**config.mk**
```make
export PLATFORM = sky130hd
export DESIGN_NAME = mrh_l2_req_arbiter_flat
export DESIGN_NICKNAME = d
export VERILOG_FILES = /design/src/rtl/mrh_pkg.sv /design/src/rtl/mrh_l2_req_arbiter_if.sv /design/src/rtl/mrh_rr_arbiter.sv /design/src/rtl/mrh_l2_req_arbiter.sv /design/src/flat_wrapper.sv
export SDC_FILE = /design/constraint.sdc
export NUM_CORES = 1
export LEC_CHECK = 0
export ABC_CLOCK_PERIOD_IN_PS = 2200
export BUFFER_PORTS_ARGS = -buffer_cell sky130_fd_sc_hd__clkbuf_2
export CORE_AREA = 2 2 100 102
export DETAILED_ROUTE_END_ITERATION = 12
export DIE_AREA = 0 0 102 104
export PLACE_DENSITY_LB_ADDON = 0.2
export REMOVE_ABC_BUFFERS = 1
export SYNTH_ARGS = -nofsm -noshare
export SYNTH_HDL_FRONTEND = slang
export SYNTH_SLANG_ARGS = --single-unit
```
**constraint.sdc**
```tcl
create_clock -name i_clk -period 2.2 [get_ports i_clk]
set_clock_uncertainty 0.1 [all_clocks]
set_input_delay 0.22 -clock i_clk [delete_from_list [all_inputs] [get_ports i_clk]]
set_output_delay 0.22 -clock i_clk [all_outputs]
set_load 0.05 [all_outputs]
```
**src/rtl/mrh_pkg.sv**
```systemverilog
// mrh_pkg: shared L2 request/response types and the tag width used across the memory hierarchy
package mrh_pkg;
  localparam int L2_TAG_W = 8;
  typedef struct packed {
    logic [L2_TAG_W-1:0] tag;
    logic [31:0]         addr;
  } l2_req_t;
  typedef struct packed {
    logic [L2_TAG_W-1:0] tag;
    logic [31:0]         data;
  } l2_resp_t;
endpackage

```
**src/rtl/mrh_l2_req_arbiter_if.sv**
```systemverilog
// mrh_l2_req_arbiter_if: requester, downstream L2 and routed-response channels of the L2 request arbiter
interface mrh_l2_req_arbiter_if
  import mrh_pkg::*;
#(
  parameter int N_REQ = 2
);
  logic [N_REQ-1:0]          i_req_valid;
  l2_req_t  [N_REQ-1:0]      i_req_payload;
  logic [N_REQ-1:0]          o_req_ready;
  logic                      o_l2_req_valid;
  logic                      i_l2_req_ready;
  l2_req_t                   o_l2_req_payload;
  logic                      i_l2_resp_valid;
  l2_resp_t                  i_l2_resp_payload;
  logic                      o_l2_resp_ready;
  logic [N_REQ-1:0]          o_resp_valid;
  l2_resp_t [N_REQ-1:0]      o_resp_payload;
  logic [N_REQ-1:0]          i_resp_ready;
  modport master (
    input  i_req_valid, i_req_payload, i_l2_req_ready, i_l2_resp_valid, i_l2_resp_payload, i_resp_ready,
    output o_req_ready, o_l2_req_valid, o_l2_req_payload, o_l2_resp_ready, o_resp_valid, o_resp_payload
  );
  modport slave (
    output i_req_valid, i_req_payload, i_l2_req_ready, i_l2_resp_valid, i_l2_resp_payload, i_resp_ready,
    input  o_req_ready, o_l2_req_valid, o_l2_req_payload, o_l2_resp_ready, o_resp_valid, o_resp_payload
  );
endinterface

```
**src/rtl/mrh_rr_arbiter.sv**
```systemverilog
// mrh_rr_arbiter: N-wide one-hot round-robin grant; pointer moves one past the winner when i_adv is high
module mrh_rr_arbiter #(
  parameter int N = 2
) (
  input  logic                          i_clk,
  input  logic                          i_reset,
  input  logic [N-1:0]                  i_req,
  input  logic                          i_adv,
  output logic [N-1:0]                  o_gnt,
  output logic [(N > 1 ? $clog2(N) : 1)-1:0] o_idx
);
  localparam int W = N > 1 ? $clog2(N) : 1;
  if (N == 1) begin : g_one
    assign o_gnt = i_req;
    assign o_idx = '0;
  end else begin : g_rr
    logic [W-1:0] ptr_q, ptr_d, j;
    // Scan from the pointer upward with wrap; the nearest requester wins
    always_comb begin
      o_idx = '0;
      j = '0;
      for (int o = N - 1; o >= 0; o--) begin
        j = W'((int'(ptr_q) + o) % N);
        if (i_req[j]) o_idx = j;
      end
    end
    assign o_gnt = (|i_req) ? N'(1) << o_idx : '0;
    assign ptr_d = (int'(o_idx) == N - 1) ? '0 : o_idx + W'(1);
    // Pointer register, reset to channel 0
    always_ff @(posedge i_clk or posedge i_reset)
      if (i_reset) ptr_q <= '0;
      else if (i_adv) ptr_q <= ptr_d;
  end
endmodule

```
**src/rtl/mrh_l2_req_arbiter.sv**
```systemverilog
// mrh_l2_req_arbiter: round-robin merge of N_REQ requesters onto one L2 port with tag-based response routing.
// Optional per-channel outstanding limit enabled by `define MRH_L2_ARB_OUTSTANDING_LIMIT_EN.
module mrh_l2_req_arbiter
  import mrh_pkg::*;
#(
  parameter int N_REQ           = 2,
  parameter int MAX_OUTSTANDING = 4
) (
  input  logic                 i_clk,
  input  logic                 i_reset,
  mrh_l2_req_arbiter_if.master bus
);
  localparam int IDX_W = N_REQ > 1 ? $clog2(N_REQ) : 1;
  logic [N_REQ-1:0] elig, gnt, lim, resp_sel;
  logic [IDX_W-1:0] idx, k;
  logic             vld_q, vld_d, free, k_ok;
  l2_req_t          pay_q, pay_d;
  assign free  = ~vld_q | bus.i_l2_req_ready;
  assign elig  = i_reset ? '0 : bus.i_req_valid & ~lim & {N_REQ{free}};
  assign vld_d = free ? |gnt : vld_q;
  mrh_rr_arbiter #(.N(N_REQ)) u_rr (
    .i_clk   (i_clk),
    .i_reset (i_reset),
    .i_req   (elig),
    .i_adv   (|gnt),
    .o_gnt   (gnt),
    .o_idx   (idx)
  );
  assign bus.o_req_ready      = gnt;
  assign bus.o_l2_req_valid   = vld_q;
  assign bus.o_l2_req_payload = pay_q;
  // Stamp the granted channel into the top tag bits so its response can be routed back
  always_comb begin
    pay_d = bus.i_req_payload[idx];
    if (N_REQ > 1) pay_d.tag[L2_TAG_W-1 -: IDX_W] = idx;
  end
  // Output slot valid: refilled whenever it is free, otherwise held until L2 accepts
  always_ff @(posedge i_clk or posedge i_reset)
    if (i_reset) vld_q <= 1'b0;
    else vld_q <= vld_d;
  // Payload loads only on a grant, so it stays stable while L2 stalls
  always_ff @(posedge i_clk)
    if (|gnt) pay_q <= pay_d;
  assign k    = N_REQ > 1 ? bus.i_l2_resp_payload.tag[L2_TAG_W-1 -: IDX_W] : '0;
  assign k_ok = int'(k) < N_REQ;
  assign resp_sel = (i_reset | ~k_ok) ? '0 : N_REQ'(1) << k;
  assign bus.o_resp_valid    = resp_sel & {N_REQ{bus.i_l2_resp_valid}};
  assign bus.o_resp_payload  = {N_REQ{bus.i_l2_resp_payload}};
  assign bus.o_l2_resp_ready = ~i_reset & (~k_ok | bus.i_resp_ready[k]);
`ifdef MRH_L2_ARB_OUTSTANDING_LIMIT_EN
  localparam int CNT_W = $clog2(MAX_OUTSTANDING + 1);
  logic [N_REQ-1:0] resp_fire;
  logic [CNT_W-1:0] cnt_q [N_REQ];
  logic [CNT_W-1:0] cnt_d [N_REQ];
  assign resp_fire = bus.o_resp_valid & bus.i_resp_ready;
  // Grants count up, routed responses count down; an idle channel never goes below zero
  always_comb begin
    cnt_d = cnt_q;
    lim   = '0;
    for (int n = 0; n < N_REQ; n++) begin
      cnt_d[n] = cnt_q[n] + CNT_W'(gnt[n]) - CNT_W'(resp_fire[n] && cnt_q[n] != '0);
      lim[n]   = int'(cnt_q[n]) == MAX_OUTSTANDING;
    end
  end
  // Outstanding counters, cleared by reset
  always_ff @(posedge i_clk or posedge i_reset)
    if (i_reset) for (int n = 0; n < N_REQ; n++) cnt_q[n] <= '0;
    else cnt_q <= cnt_d;
`else
  assign lim = '0;
`endif
endmodule

```
**src/flat_wrapper.sv**
```systemverilog
// flat-port wrapper written by rule: the top's interface ports become plain ports
module mrh_l2_req_arbiter_flat import mrh_pkg::*;
#(
  parameter int N_REQ           = 2,
  parameter int MAX_OUTSTANDING = 4
)
  (i_clk, i_reset, bus_i_req_valid, bus_i_req_payload, bus_i_l2_req_ready, bus_i_l2_resp_valid, bus_i_l2_resp_payload, bus_i_resp_ready, bus_o_req_ready, bus_o_l2_req_valid, bus_o_l2_req_payload, bus_o_l2_resp_ready, bus_o_resp_valid, bus_o_resp_payload);
  mrh_l2_req_arbiter_if #(.N_REQ(N_REQ)) bus_i ();
  input  logic i_clk;
  input  logic i_reset;
  input wire logic [$bits(bus_i.i_req_valid)-1:0] bus_i_req_valid;
  input wire logic [$bits(bus_i.i_req_payload)-1:0] bus_i_req_payload;
  input wire logic [$bits(bus_i.i_l2_req_ready)-1:0] bus_i_l2_req_ready;
  input wire logic [$bits(bus_i.i_l2_resp_valid)-1:0] bus_i_l2_resp_valid;
  input wire logic [$bits(bus_i.i_l2_resp_payload)-1:0] bus_i_l2_resp_payload;
  input wire logic [$bits(bus_i.i_resp_ready)-1:0] bus_i_resp_ready;
  output wire logic [$bits(bus_i.o_req_ready)-1:0] bus_o_req_ready;
  output wire logic [$bits(bus_i.o_l2_req_valid)-1:0] bus_o_l2_req_valid;
  output wire logic [$bits(bus_i.o_l2_req_payload)-1:0] bus_o_l2_req_payload;
  output wire logic [$bits(bus_i.o_l2_resp_ready)-1:0] bus_o_l2_resp_ready;
  output wire logic [$bits(bus_i.o_resp_valid)-1:0] bus_o_resp_valid;
  output wire logic [$bits(bus_i.o_resp_payload)-1:0] bus_o_resp_payload;
  assign bus_i.i_req_valid = bus_i_req_valid;
  assign bus_i.i_req_payload = bus_i_req_payload;
  assign bus_i.i_l2_req_ready = bus_i_l2_req_ready;
  assign bus_i.i_l2_resp_valid = bus_i_l2_resp_valid;
  assign bus_i.i_l2_resp_payload = bus_i_l2_resp_payload;
  assign bus_i.i_resp_ready = bus_i_resp_ready;
  assign bus_o_req_ready = bus_i.o_req_ready;
  assign bus_o_l2_req_valid = bus_i.o_l2_req_valid;
  assign bus_o_l2_req_payload = bus_i.o_l2_req_payload;
  assign bus_o_l2_resp_ready = bus_i.o_l2_resp_ready;
  assign bus_o_resp_valid = bus_i.o_resp_valid;
  assign bus_o_resp_payload = bus_i.o_resp_payload;
  mrh_l2_req_arbiter #(.N_REQ(N_REQ), .MAX_OUTSTANDING(MAX_OUTSTANDING)) u_core (.i_clk(i_clk), .i_reset(i_reset), .bus(bus_i));
endmodule
```
After elaboration in Yosys (flattened, before gate mapping):

Index checks and enable logic that the tools add are counted.

* word-level logic and storage cells: 34
* input port bits: 128
* output and inout bits: 126
* register bits after elaboration: 42

* shift-type cells: 2
* muxes and demuxes: 14
* reduce and logical (&&, ||, !) cells: 2
* $lt $le $gt $ge: 4
* bitwise operators: 6
* $add $sub $neg: 2

Operator list (count)
* two-way mux 39 bit: 2
* two-way mux 1 bit: 9
* < comparator 1 x 2 -> 1 bit, second input constant: 4
* two-way mux 2 bit: 3
* bitwise AND 2 bit: 2
* OR reduction 2 bit: 2
* << shifter 1 x 1 -> 2 bit, first input constant: 2
* adder 1 bit, second input constant: 2
* NOT 1 bit: 2
* bitwise AND 1 bit: 1
* bitwise OR 1 bit: 1

Longest topological paths before layout:

Gate-level depths: netlist (run 1).

* depth after elaboration: 11
* gate-level depth with buffers: 4
* mapped depth without buffers: 3

Modules after synthesis:

A second synthesis (run 1) with hierarchy kept.

* cell total of the unflattened synthesis: 182
* area total of the unflattened synthesis: 2497.4 um2

By module, submodules not included
* mrh_l2_req_arbiter: area an instance 2409.8 um2, seq. area each 1226.2 um2, cells an instance 174, instances 1
* mrh_rr_arbiter: area an instance 87.6 um2, seq. area each 25.0 um2, cells an instance 8, instances 1

Worst setup path after synthesis (run 1):

OpenSTA, ideal clock, no wires.

* kind: register to output
* start: register u_core.vld_q (netlist: u_core.bus.o_l2_req_valid)
* end: output port bus_o_req_ready[0]
* arrival: 2.240 ns
* required time: 1.880 ns
* stages on the path, launching flop included: 4
* setup slack: -0.360 ns
* path buffers: 0
* path through: dfrtp_1 -> nand2b_2 -> o211a_1 -> and2_1

* word-level cells in the longest chain between the ends: 10
* elaborated cells on any way between the ends: 13
* those cells by class: 1 x shift; 8 x mux; 3 x bitwise; 1 x reduce/logical

Ends and longest elaborated chain
* from (decl): RTL line mrh_l2_req_arbiter.sv:16 `logic vld_q, vld_d, free, k_ok;`
* from (signal assigned): RTL line mrh_l2_req_arbiter.sv:40 `else vld_q <= vld_d;`
* NOT 1 bit (*): RTL line mrh_l2_req_arbiter.sv:18 `assign free = ~vld_q | bus.i_l2_req_ready;`
* bitwise OR 1 bit (*): RTL line mrh_l2_req_arbiter.sv:18
* bitwise AND 2 bit (*): RTL line mrh_l2_req_arbiter.sv:19 `assign elig = i_reset ? '0 : bus.i_req_valid & ~lim & {N_REQ{free}};`
* two-way mux 2 bit (*): RTL line mrh_l2_req_arbiter.sv:19
* two-way mux 1 bit (not written as such) (2 in a row): RTL line mrh_rr_arbiter.sv:24 `if (i_req[j]) o_idx = j;`
* two-way mux 1 bit (2 in a row): RTL line mrh_rr_arbiter.sv:24
* << shifter 1 x 1 -> 2 bit: RTL line mrh_rr_arbiter.sv:27 `assign o_gnt = (|i_req) ? N'(1) << o_idx : '0;`
* two-way mux 2 bit (*): RTL line mrh_rr_arbiter.sv:27
* to (decl): RTL line flat_wrapper.sv:17 `output wire logic [$bits(bus_i.o_req_ready)-1:0] bus_o_req_ready;`

Every way passes the cells marked *; elsewhere a longest branch is shown, timed or not. The select of a mux whose other input is x is not followed.

Worst setup path in the final report (run 1):

* start: input port i_reset
* end: output port bus_o_req_ready[0]

* word-level cells in the longest chain between the ends: 7
* elaborated cells on any way between the ends: 10
* those cells by class: 1 x shift; 8 x mux; 1 x reduce/logical

Ends and longest elaborated chain
* from (decl): RTL line flat_wrapper.sv:10 `input logic i_reset;`
* two-way mux 2 bit (*): RTL line mrh_l2_req_arbiter.sv:19
* two-way mux 1 bit (not written as such) (2 in a row): RTL line mrh_rr_arbiter.sv:24
* two-way mux 1 bit (2 in a row): RTL line mrh_rr_arbiter.sv:24
* << shifter 1 x 1 -> 2 bit: RTL line mrh_rr_arbiter.sv:27
* two-way mux 2 bit (*): RTL line mrh_rr_arbiter.sv:27

Marked as above.

==> results of run 1 <==
[stage by stage]
step | setup slack [ps] | area, µm² | std cells
floorplan | -360 | 1950 | 97
global placement | 470 | 2840 | 369
detailed placement | 458 | 2840 | 369
CTS | 46.3 | 2960 | 378
global route | 28.9 | 2960 | 378
finish | 120 | 2960 | 378
[cell usage after synthesis]
| cell type | instances | area, µm² |
|---|---|---|
| mux2_4 | 37 | 556 |
| a31oi_1 | 1 | 6.26 |
| inv_2 | 1 | 3.75 |
| a41oi_1 | 1 | 8.76 |
| dfrtp_1 | 2 | 50.1 |
| buf_12 | 3 | 60.1 |
| o2111ai_4 | 1 | 26.3 |
| buf_8 | 1 | 15.0 |
| nor3b_1 | 1 | 7.51 |
| buf_4 | 80 | 601 |
| nor2_1 | 2 | 7.51 |
| and2_1 | 1 | 6.26 |
| edfxtp_1 | 40 | 1200 |
| mux2i_1 | 1 | 10.0 |
| mux2_2 | 2 | 22.5 |
| o211a_1 | 1 | 10.0 |
| nand2b_2 | 1 | 8.76 |
| inv_1 | 3 | 11.3 |
| o21ai_0 | 1 | 5.00 |
| and3_2 | 1 | 7.51 |
[cell families (layout without fill, tap and decap cells)]
group	Yosys count	after routing	synth area share (%)
DFF	42	42	47.7
buffers and inverters	88	152	26.3
muxes	40	40	22.4
and+or+nand+nor	6	6	1.43
AOI/OAI and AO/OA	5	5	2.15
[sequential cells by signal, indices dropped and copies added (netlist names)]
name                         count
u_core.bus.o_l2_req_payload     40
u_core.bus.o_l2_req_valid        1
u_core.u_rr.g_rr.ptr_q           1
[area by class of cell]
type	count	share of cell area [%]
inverters	4	0.592
clock inverters	2	1.27
multi-input cells	51	23.0
repair buffers	140	24.8
flip-flops and latches	42	42.3
well taps	133	5.62
clock buffers	6	2.45
[repair_timing]
| item | in CTS | in global routing |
|---|---|---|
| setup buffers | 0 | 0 |
| hold buffers | 1 | 0 |
| gates resized for setup | 0 | 3 |
| hold endpoints to repair | 2 | 0 |
| endpoints found under the setup margin | 0 | 1 |
[worst reg2reg max path: cells and delay by family, from the launching register on]
kind,cells,cell delay (ps)
flops,1,430
buf+inv,1,360
mux,1,350
compound gates,1,250
[power by group through the flow]
stage	sequential [mW]	combinational [mW]	clock [mW]
2_1_floorplan	1.16	0.189	0
3_3_place_gp	0.983	0.522	0
3_5_place_dp	0.984	0.527	0
4_1_cts	0.967	0.529	0.660
5_1_grt	0.971	0.556	0.688
6_report	0.966	0.522	0.631
[worst paths after layout]
kind / slack (ps) / startpoint / depth (start not counted) / to
max: 120 / i_reset / 7 / bus_o_req_ready[0]
min: 120 / bus_i_req_payload[55] / 2 / u_core.bus.o_l2_req_payload[15]
max reg2reg: 470 / u_core.u_rr.g_rr.ptr_q / 3 / u_core.bus.o_l2_req_payload[11]
min reg2reg: 470 / u_core.u_rr.g_rr.ptr_q / 1 / u_core.u_rr.g_rr.ptr_q
max in group asynchronous: 1610 / i_reset / 3 / u_core.u_rr.g_rr.ptr_q
min in group asynchronous: 270 / i_reset / 3 / u_core.bus.o_l2_req_valid
[routing by layer]
layer,track usage [%],up-vias
met5,9.74,-
met4,3.62,4
met3,20.1,11
met2,23.1,192
met1,12.8,688
li1,-,676
==> reports/metrics.cfg, run 1 <==
[critical_path]
crit_fanout = 24
critical_path_class = in2out
cp.required_ps = 1880
critPathLaunchType = input port
worstPathCellList = dlygate4sd3_1 > clkbuf_2 > inv_4 > o2111ai_4 > buf_12 > and2_1 > clkbuf_4
crit_buf_inv = 5
cp_slowest_cell = dlygate4sd3_1
cp.arrival_ps = 1760
cp-end-kind = primary output
crit_family = buffers and inverters
max_stage_delay_ps = 530

[job]
maxCapViolCount = 0

[grt]
grt_max_degree = 25
grt_pass1_vias = 1570
track_usage_pct = 15.9
grt_pass1_wl_mm = 11.6
grt-ovfl-total = 0
antenna_found_initial = 0

[timing]
fmax_ghz = 0.481
setup_violations = 0
slew_headroom_pct = 77.5
rsz0062_at_grt = false
hold_violations = 0
worstMarginPinSlew_ps = 338
slew_viol_final = 0
finalCritPeriodShare_pct = 94.5
holdWs_ps = 117
fin_crit_ps = 2080
tns_ps = 0

[pwr]
p_comb_share_pct = 24.6
p_per_area_nw_per_um2 = 716
power_frac_seq_pct = 45.6
finalPower_mw = 2.12
vdd_drop_max_v = 0.000252
p_leak_nw = 1.45
p_sw_mw = 0.625
clkPwrFrac_pct = 29.8
intPower_mw = 1.49
sw_frac_of_total_pct = 29.5

[placed_design]
portBuffers = 134
gp_congestion = 0.823
dp_hpwl_mm = 7.48

[floorplan]
boundaryPins = 254
rows = 36
die_x_um = 102
coreArea_um2 = 9550
chipHeight_um = 104
start_util_pct = 27.5
die-area_um2 = 10600

[layout]
regArea_um2 = 1250
syn_to_final_growth_pct = 12.8
layout_common_cells = clkbuf_2, edfxtp_1, mux2_4, clkbuf_8, buf_4
fin_nets = 372
final_layout_size_suffix_gt1_share_pct = 77.6
layout_commonest_cell = clkbuf_2
post-route-util_pct = 31.0
fillers = 1014
multi_input_area_um2 = 682
n_antenna_cell = 0

[detailed_routing]
ant_nets = 0
wl_per_cell_um = 23.4
drc = 0
wl_mm = 8.84
first_pass_iters = 4
met2WireLength_mm = 3.87
drtIter0Drc = 76
vias = 1571
dr_wl_met3_mm = 2.29
highest_layer = met5
drt-met1-wl_mm = 2.47
vias_per_cell = 4.16

[synth]
yosysSeqAreaShare_pct = 47.7
syn_area_um2 = 2620
yosysWarnings = 0
synthCells = 181
synth_seq_cells = 42
syn_area_per_cell_um2 = 14.5
synth_cell_types = 20

[outcome]
outcome = complete, no violations

[clock_network]
cts-root-buf = clkbuf_8
clock_path_buffers = 2
numCtsBuffers = 5
path_clk_slew_ps = 90
h-tree-depth = 2
tritoncts = yes
insertion_delay_ps = 290
clock_sinks = 42

[worst_hold_path]
hold_path_class = in2reg

Note: power is estimated with default switching activity, not from simulation.
==> inputs of run 2 (changes only) <==
--- a/config.mk
+++ b/config.mk
@@ -7,10 +7,11 @@
 export LEC_CHECK = 0
 export ABC_CLOCK_PERIOD_IN_PS = 2200
 export BUFFER_PORTS_ARGS = -buffer_cell sky130_fd_sc_hd__clkbuf_2
-export CORE_AREA = 2 2 100 102
+export CORE_MARGIN = 4
+export CORE_UTILIZATION = 30
 export DETAILED_ROUTE_END_ITERATION = 12
-export DIE_AREA = 0 0 102 104
 export PLACE_DENSITY_LB_ADDON = 0.2
+export RECOVER_POWER = 25
 export REMOVE_ABC_BUFFERS = 1
 export SYNTH_ARGS = -nofsm -noshare
 export SYNTH_HDL_FRONTEND = slang
==> reports/metrics.cfg, run 2 (synthesized netlist as in run 1, its figures left out) <==
[grt]
track_usage_pct = 18.7  ; +2.8 points
grt_max_degree = 41  ; +64%
grt_pass1_wl_mm = 12.4  ; +7.0%
antenna_found_initial = 0  ; unchanged
grt_pass1_vias = 1540  ; -1.9%
grt-ovfl-total = 0  ; unchanged

[pwr]
p_comb_share_pct = 26.5  ; +1.9 points
power_frac_seq_pct = 48.9  ; +3.3 points
intPower_mw = 1.38  ; -7.7%
sw_frac_of_total_pct = 30.2  ; +0.68 points
vdd_drop_max_v = 0.000235  ; -6.9%
p_per_area_nw_per_um2 = 683  ; -4.6%
p_sw_mw = 0.596  ; -4.6%
p_leak_nw = 1.43  ; -1.3%
clkPwrFrac_pct = 24.6  ; -5.2 points

[floorplan]
die_x_um = 102  ; -0.47%
boundaryPins = 254  ; unchanged
coreArea_um2 = 8380  ; -12%
chipHeight_um = 102  ; -2.4%
rows = 33  ; -8.3%
die-area_um2 = 10300  ; -2.8%
start_util_pct = 31.3  ; +3.8 points

[critical_path]
cp-end-kind = primary output
max_stage_delay_ps = 530  ; about the same
critical_path_class = in2out
crit_buf_inv = 5  ; unchanged
cp_slowest_cell = dlygate4sd3_1
crit_fanout = 22  ; -8.3%
worstPathCellList = dlygate4sd3_1 > clkbuf_2 > inv_2 > o2111ai_4 > buf_12 > and2_1 > buf_2
crit_family = buffers and inverters
cp.required_ps = 1880  ; about the same
reg2reg_depth = 3  ; unchanged
r2r_start = u_core.u_rr.g_rr.ptr_q
critPathLaunchType = input port
r2r-end = u_core.bus.o_l2_req_payload[27]
worst-r2r-setup-slack_ps = 420  ; -50 ps
cp.arrival_ps = 1790  ; +30 ps

[timing]
finalCritPeriodShare_pct = 96.0  ; +1.4 points
hold_violations = 0  ; unchanged
worstMarginPinSlew_ps = 350  ; +12.2 ps
slew_viol_final = 0  ; unchanged
slew_headroom_pct = 76.7  ; -0.81 points
setup_violations = 0  ; unchanged
fmax_ghz = 0.474  ; -1.5%
fin_crit_ps = 2110  ; +31.1 ps
tns_ps = 0  ; unchanged
rsz0062_at_grt = false

[clock_network]
path_clk_slew_ps = 80  ; about the same
insertion_delay_ps = 290  ; about the same
clock_sinks = 42  ; unchanged
clock_path_buffers = 2  ; unchanged
tritoncts = yes
h-tree-depth = 2  ; unchanged
cts-root-buf = clkbuf_8
numCtsBuffers = 5  ; unchanged

[job]
maxCapViolCount = 0  ; unchanged

[detailed_routing]
vias_per_cell = 4.48  ; +7.7%
drtIter0Drc = 58  ; -24%
drc = 0  ; unchanged
first_pass_iters = 6  ; +2
ant_nets = 0  ; unchanged
vias = 1558  ; -0.83%
wl_per_cell_um = 29.2  ; +25%
wl_mm = 10.2  ; +15%

[placed_design]
portBuffers = 134  ; unchanged
gp_congestion = 0.750  ; -8.9%
dp_hpwl_mm = 9.04  ; +21%

[layout]
final_layout_size_suffix_gt1_share_pct = 77.0  ; -0.60 points
n_antenna_cell = 0  ; unchanged
fin_nets = 370  ; -0.54%
largest_register_ffs = 40  ; unchanged
layout_common_cells = clkbuf_2, edfxtp_1, mux2_4, clkbuf_8, inv_1
post-route-util_pct = 34.5  ; +3.5 points
layout_commonest_cell = clkbuf_2
syn_to_final_growth_pct = 10.2

[worst_hold_path]
hold_path_class = in2reg
hold_start = bus_i_req_payload[20]
min_to = u_core.bus.o_l2_req_payload[20]
hold_depth = 2  ; unchanged

[outcome]
outcome = complete, no violations

-- run 2: changes by cell type in the layout (fill, tap and decap cells not counted), sizes merged --
cell	change
buf	-1
bufinv	-1
-- run 2: worst max path at each step --
stage	start	to	depth (start not counted)
finish	i_reset	bus_o_req_ready[0]	7
global route	i_reset	bus_o_req_ready[0]	7
CTS	i_reset	bus_o_req_ready[0]	7
detailed placement	u_core.u_rr.g_rr.ptr_q	u_core.bus.o_l2_req_payload[27]	3
global placement	u_core.u_rr.g_rr.ptr_q	u_core.bus.o_l2_req_payload[27]	3
floorplan	u_core.bus.o_l2_req_valid	bus_o_req_ready[0]	3
-- run 2: layout make-up --
type                    instances  area, µm²
inverters                       4       15.0
multi-input cells              51        682
well taps                     105        131
repair buffers                138        728
fillers                       864       5490
flip-flops and latches         42       1250
clock inverters                 1       7.51
clock buffers                   7       76.3
-- run 2: layer usage --
layer  wire length (µm)  track usage (%)  part of all wire [%]
met1               2210             11.4                    22
met2               5010             32.4                    49
met3               2730             22.7                    27
met4                209             5.52                   2.1
met5                  0             4.33                     0
-- run 2: metrics by stage --
step,cell area (µm²),setup slack (ps),power (mW),cells,hold WS [ps]
floorplan,1950,-360,1.35,97,-116
global placement,2800,423,1.51,339,58.0
detailed placement,2800,408,1.51,339,65.8
CTS,2890,54.0,2.02,348,111
global route,2890,16.7,2.07,348,99.0
finish,2890,88.9,1.98,348,125
-- run 2: power by group through the flow --
stage,sequential (mW),combinational [mW],clock [mW]
after global placement,0.983,0.524,0
after floorplan,1.16,0.189,0
after detailed placement,0.984,0.528,0
after CTS,0.967,0.530,0.520
after global routing,0.971,0.552,0.550
final,0.966,0.524,0.485
-- run 2: repair_timing --
| action | CTS | global route |
|---|---|---|
| resized for setup | 0 | 1 |
| hold endpoints to repair | 2 | 0 |
| buffers inserted | 0 | 0 |
| hold buffers | 1 | 0 |
| endpoints found under the setup margin | 0 | 1 |
